File: src/rtl/wave_generator.sv
// rtl/wave_generator.sv - Tick-stepped phase accumulator producing saw/triangle/square/(sine or falling saw) samples.
// Optional macro WAVE_GEN_SINE_EN replaces the wave_sel=11 falling saw with a quarter-wave sine ROM.
module wave_generator #(
    parameter int N = 8
) (
    input  logic         clk,
    input  logic         rst,
    input  logic         tick_in,
    input  logic         en,
    input  logic         clr,
    input  logic [1:0]   wave_sel,
    output logic [N-1:0] sample,
    output logic         sample_valid,
    output logic         phase_wrap
);

    logic         tick_prev;
    logic [N-1:0] phase;
    logic [N-1:0] phase_next;
    logic [N-1:0] tri_val;
    logic [N-1:0] shaped;
    logic         step;

    assign step       = tick_in & ~tick_prev & en & ~clr;
    assign phase_next = phase + N'(1);
    assign tri_val    = {phase_next[N-2:0], 1'b0};

`ifdef WAVE_GEN_SINE_EN
    localparam int Q = 2 ** (N - 2);

    function automatic int sine_point(input int i);
        real amp;
        amp = (2.0 ** (N - 1)) - 0.5;
        return int'(amp + amp * $sin(2.0 * 3.14159265358979 * i / (2.0 ** N)));
    endfunction

    logic [N-1:0] rom [Q];
    logic [1:0]   quad;
    logic [N-3:0] idx;
    logic [N-3:0] mir;
    logic [N-1:0] sine_val;

    for (genvar g = 0; g < Q; g++) begin : g_rom
        assign rom[g] = N'(sine_point(g));
    end

    assign quad = phase_next[N-1:N-2];
    assign idx  = phase_next[N-3:0];
    assign mir  = -idx;

    // Quadrant boundaries fall outside the stored quarter, so idx==0 is resolved directly.
    always_comb begin
        sine_val = '0;
        case (quad)
            2'd0:    sine_val = rom[idx];
            2'd1:    sine_val = (idx == '0) ? '1 : rom[mir];
            2'd2:    sine_val = (idx == '0) ? rom[0] : ~rom[idx];
            default: sine_val = (idx == '0) ? '0 : ~rom[mir];
        endcase
    end
`endif

    always_comb begin
        shaped = '0;
        case (wave_sel)
            2'b00:   shaped = phase_next;
            2'b01:   shaped = phase_next[N-1] ? ~tri_val : tri_val;
            2'b10:   shaped = phase_next[N-1] ? '0 : '1;
`ifdef WAVE_GEN_SINE_EN
            default: shaped = sine_val;
`else
            default: shaped = ~phase_next;
`endif
        endcase
    end

    // tick_prev resets high so a tick already asserted at reset release is not an edge.
    always_ff @(posedge clk or negedge rst) begin
        if (!rst) begin
            tick_prev    <= 1'b1;
            phase        <= '0;
            sample       <= '0;
            sample_valid <= 1'b0;
            phase_wrap   <= 1'b0;
        end else begin
            tick_prev    <= tick_in;
            sample_valid <= 1'b0;
            phase_wrap   <= 1'b0;
            if (clr) begin
                phase  <= '0;
                sample <= '0;
            end else if (step) begin
                phase        <= phase_next;
                sample       <= shaped;
                sample_valid <= 1'b1;
                phase_wrap   <= (phase == '1);
            end
        end
    end

endmodule

File: config.mk
export PLATFORM = sky130hd
export DESIGN_NAME = wave_generator
export DESIGN_NICKNAME = d
export VERILOG_FILES = /design/src/rtl/wave_generator.sv
export SDC_FILE = /design/constraint.sdc
export NUM_CORES = 1
export LEC_CHECK = 0
export BUFFER_PORTS_ARGS = -buffer_cell sky130_fd_sc_hd__buf_2
export CORE_MARGIN = 3
export CORE_UTILIZATION = 55
export CTS_CLUSTER_DIAMETER = 200
export DETAILED_ROUTE_END_ITERATION = 7
export HOLD_SLACK_MARGIN = 0.03
export PLACE_DENSITY_LB_ADDON = 0.3
export SLEW_MARGIN = 20
export SYNTH_ARGS = -nofsm -noshare
export SYNTH_HDL_FRONTEND = slang
export SYNTH_SLANG_ARGS = --single-unit
export TNS_END_PERCENT = 50
File: constraint.sdc
create_clock -name clk -period 3.6 [get_ports clk]
set_input_delay 0.18 -clock clk [delete_from_list [all_inputs] [get_ports clk]]
set_output_delay 0.18 -clock clk [all_outputs]
set_load 0.1 [all_outputs]
; ---- After elaboration in Yosys (flattened, before gate mapping)
; Cells that the tools add are included.
[totals]
register_bits = 19
inputBits = 7
output_inout_bits = 10
[classes]
n_addsub = 1
eq_ne = 3
muxes = 11
bitwise = 7
n_reduce_logical = 2
[ops]
columns = operator, count
row1 = 2-to-1 mux 8 bit, 6
row2 = one-hot mux 8 bit (3 select lines), 1
row3 = inverter 8 bit, 2
row4 = "adder 8 x 1 -> 8 bit, second input constant", 1
row5 = "equality test 8 bit, second input constant", 1
row6 = 2-to-1 mux 1 bit, 4
row7 = AND 1 bit, 3
row8 = "equality test 2 x 1 -> 1 bit, second input constant", 1
row9 = "equality test 2 bit, second input constant", 1
row10 = zero test 2 bit, 1
row11 = inverter 1 bit, 2
row12 = nonzero test 2 bit, 1

; ---- Longest topological paths before layout
[depth]
depth_word = 6
ltp_mapped = 6
mapped_depth_nobuf = 6

; ---- Least setup slack after synthesis
; OpenSTA, ideal clock, no wires.
[synth_path]
path_kind = reg2reg
start = reg phase[7]
end = reg sample[1]
setup_ns = 0.126
t_arrival_ns = 1.565
required_time_ns = 3.474
path_slack_ns = 1.909
path_stages_with_launch = 6
path_buffers = 1
cell_sequence = dfrtp_1 -> clkbuf_1 -> or4_4 -> o211ai_2 -> a211oi_1 -> a221o_1
[synth_between]
elab_chain_cells = 5
[synth_rtl]
columns = item, line_no
row1 = "start, declared", 18  ; logic [N-1:0] phase;
row2 = "start signal, assigned", 93  ; phase <= phase_next;
row3 = adder 8 x 1 -> 8 bit *, 25  ; assign phase_next = phase + N'(1);
row4 = 2-to-1 mux 8 bit (on tied branches), "68, 67"
row5 = one-hot mux 8 bit (3 select lines) *, 65  ; case (wave_sel)
row6 = 2-to-1 mux 8 bit *, 92  ; end else if (step) begin
row7 = 2-to-1 mux 8 bit *, 89  ; if (clr) begin
row8 = "end signal, assigned", 94  ; sample <= shaped;
row9 = "end, declared", 12  ; output logic [N-1:0] sample,
; Mark *: on every way between the ends. The rest lies on a longest branch, timed or not. The select of a mux whose other input is x is not followed.
; A chain may end at the register's enable or synchronous reset.

; ---- Worst setup path after layout
[layout_path]
start = in tick_in
end = reg sample[6]
[layout_between]
elab_chain_cells = 4
[layout_rtl]
columns = item, line_no
row1 = "start, declared", 8  ; input logic tick_in,
row2 = AND 1 bit (3 in series), 24  ; assign step = tick_in & ~tick_prev & en & ~clr;
row3 = nonzero test 2 bit (no line), --
; No other way between the ends.

==> key figures <==
Yosys
  – Ranking of synthesized cells by area: dfrtp_1 38%, xor2_1 6.6%, nor2_1 4.7%
  – Area leader, netlist: dfrtp_1
  – Mapped Cells: 131
  – Post-synth net total: 139
  – #FFs+latches synth: 19
  – Number of flops mapped to enable cells by yosys: 0
  – Top-count cell post-synth: dfrtp_1
  – Avg Inst Size Synth: 9.121 sq um
  – Synth top cells by count: 18 x dfrtp_1, 15 x nor2_1, 14 x nand2_1
  – Synthesized cell area: 1195 sq um
  – Syn. warnings: 0
  – Asr flop ratio synth: 100.0%
  – Netlist cell types: 41
  – Most used DFF post-synth: dfrtp_1
  – Register area share after synthesis: 39.90%
  – Yosys top cell area share: 37.70%

CTS
  – CTS buffer count: 3
  – Latest clock arrival within the worst-skew pair: 290 ps
  – # resized after CTS: 0
  – Clock H-tree levels: 1
  – CTS tree: built
  – Root Driver: clkbuf_4
  – Clock Tree Buf Depth: 2
  – Setup bufs post-CTS: 0
  – Clock sink count: 19
  – CTS clk-pin slew, worst paths: 100 ps
  – Hold_buf cts: 2

Placed design
  – Setup WS pre-CTS: 1706 ps
  – DP HPWL: 1741 microns
  – GP Congestion: 0.8239
  – IO Port Bufs: 16

Die
  – Die Footprint: 2768 sq um
  – Initial Util: 59.69%
  – Core ar.: 2002 sq um
  – Rows: 16
  – Die height: 52.61 microns
  – IO Pins: 17
  – Die extent in x: 52.61 microns

Timing
  – Least-Margin Pin Slew: 484.1 ps
  – Final period util: 56.00%
  – Final setup TNS: 0 ps
  – Fmax: 496.0 MHz
  – Max Slew Vio Count: 0
  – Fin. Hold Viols: 0
  – Fin worst setup slack: 1584 ps
  – RSZ-0062 raised after global routing: false
  – Worst rel slew slack: 67.95%
  – Post-layout min period: 2016 ps
  – Final Skew: 0.5201 ps
  – Final setup vio count: 0

Critical path
  – Worst Reg-to-Reg Cells: 5
  – Crit Path Class: in2reg
  – Max FO, Critical Path: 10
  – CP Data Arrival Time: 2230 ps
  – Startpoint types: input port
  – Reg2Reg Launch Point: phase[0]$_DFFE_PN0P_
  – Worst Path Required: 3820 ps
  – Crit. End Element: flip-flop
  – R2R Setup Slk: 1650 ps
  – R2R Path End: sample[7]$_DFFE_PN0P_

Detailed routing
  – M1 WL: 1082 microns
  – DRT Pass-1 Iters: 4
  – Met3 WL: 98 microns
  – Highest metal used: met4
  – Met2 Wirelength: 1153 microns
  – Drt total wl: 2362 microns
  – DR WL/cell: 13.81 microns
  – # DRC: 0
  – Initial DRC Count: 30
  – DR vias: 991
  – Antenna Nets Post-Route: 0
  – DR vias/cell: 5.795

Power and ir drop
  – Max IR drop VDD: 0.0002410 V
  – Leak Pwr: 0.5806 nW
  – PwrDens: 304.9 nW/um^2
  – Total Power: 0.4010 mW

Outcome
  – Outcome: finished, final reports clean

Global routing
  – Initial antenna violation count: 0
  – Overall routing resource usage: 19.69%
  – Largest net degree at the start of global routing: 20
  – GRT overflow: 0
  – First-pass GRT wire length: 4008 microns
  – Vias in the first global route: 891

Layout
  – Share of cells above drive strength 1: 18.75%
  – Filler cells: 168
  – Antenna diodes: 0
  – P&R area growth vs syn: 10.05%
  – Reg area: 476.7 sq um
  – Area taken by multi-input logic gates: 674.4 sq um
  – Final nets: 153

Worst hold path
  – Hold depth: 2
  – Worst hold path class: in2reg
  – Hold EP: phase[3]$_DFFE_PN0P_
  – Hold path start: clr

Job
  – Max Cap Viol: 0
-- cell families (layout without fill, tap and decap cells) --
group / Yosys count / in the layout / share of synthesized area (%)
fa+ha+maj: 1 / 1 / 1.047
flops: 19 / 19 / 39.90
xor+xnor: 16 / 16 / 12.36
buf+inv: 10 / 23 / 3.664
compound gates: 29 / 29 / 16.86
mux: 5 / 5 / 4.189
simple gates: 51 / 51 / 21.99
-- report_power, final --
part	total (mW)	internal (mW)	leakage, nW	switching [mW]
combinational	0.0730	0.0173	0.306	0.0557
clock	0.105	0.0431	0.0150	0.0621
sequential	0.223	0.219	0.259	0.00379
-- metrics by stage --
step                      hold slack [ps]  cell area (sq um)  instances  util (%)
after floorplan                    -115.6               1195        131         -
after detailed placement            139.8               1269        165     63.38
after global routing                214.5               1315        171     65.69
after CTS                           187.3               1315        171     65.69
after global placement              134.8               1269        165     63.38
final                               198.0               1315        171     65.69
-- registers in the layout, indices dropped and copies added, names as in the netlist --
name / cells
phase_wrap: 1
sample_valid: 1
sample: 8
phase: 8
tick_prev: 1
-- cells in the final DEF, fill, tap and decap left out, drive strengths merged, types with 3 or more instances in the layout --
master  count
a21oi       7
a211oi      4
nor2       16
nor3        3
o21ai       6
xnor2       7
xor2        9
nand3       4
a221o       3
clkbuf      4
buf        16
nand2      14
mux2i       5
or3         4
dfrtp      18
-- layout make-up --
class	instances	area share [%]
timing repair buffer	18	7.612
clock buffer	4	1.998
inverter	1	0.2854
tap	27	2.569
multi-input combinational	102	51.28
sequential	19	36.25
-- routing by layer --
layer | global-route usage [%] | vias to the layer above
met1 | 26.77 | 469
li1 | - | 490
met4 | 9.362 | 0
met3 | 2.564 | 6
met2 | 30.58 | 26
met5 | 0 | -
-- worst max-delay path, cell delays in order --
cell and delay, ps:
dlygate4sd3_1 520, buf_2 120, nand3b_1 290, nor2_1 410, o211ai_2 240, or3b_1 390, o211ai_1 80
-- how the worst max path moves through the flow --
stage / startpoint / end / slack (ps) / cells past startpoint
after CTS: tick_in / sample[6]$_DFFE_PN0P_ / 1620 / 7
after global placement: tick_prev$_DFF_PN1_ / sample[6]$_DFFE_PN0P_ / 1730 / 5
final: tick_in / sample[6]$_DFFE_PN0P_ / 1580 / 7
after detailed placement: tick_prev$_DFF_PN1_ / sample[6]$_DFFE_PN0P_ / 1710 / 5
after global routing: phase[0]$_DFFE_PN0P_ / sample[4]$_DFFE_PN0P_ / 1440 / 6
after floorplan: phase[7]$_DFFE_PN0P_ / sample[1]$_DFFE_PN0P_ / 1910 / 5
Note: power is estimated with default switching activity, not from simulation.
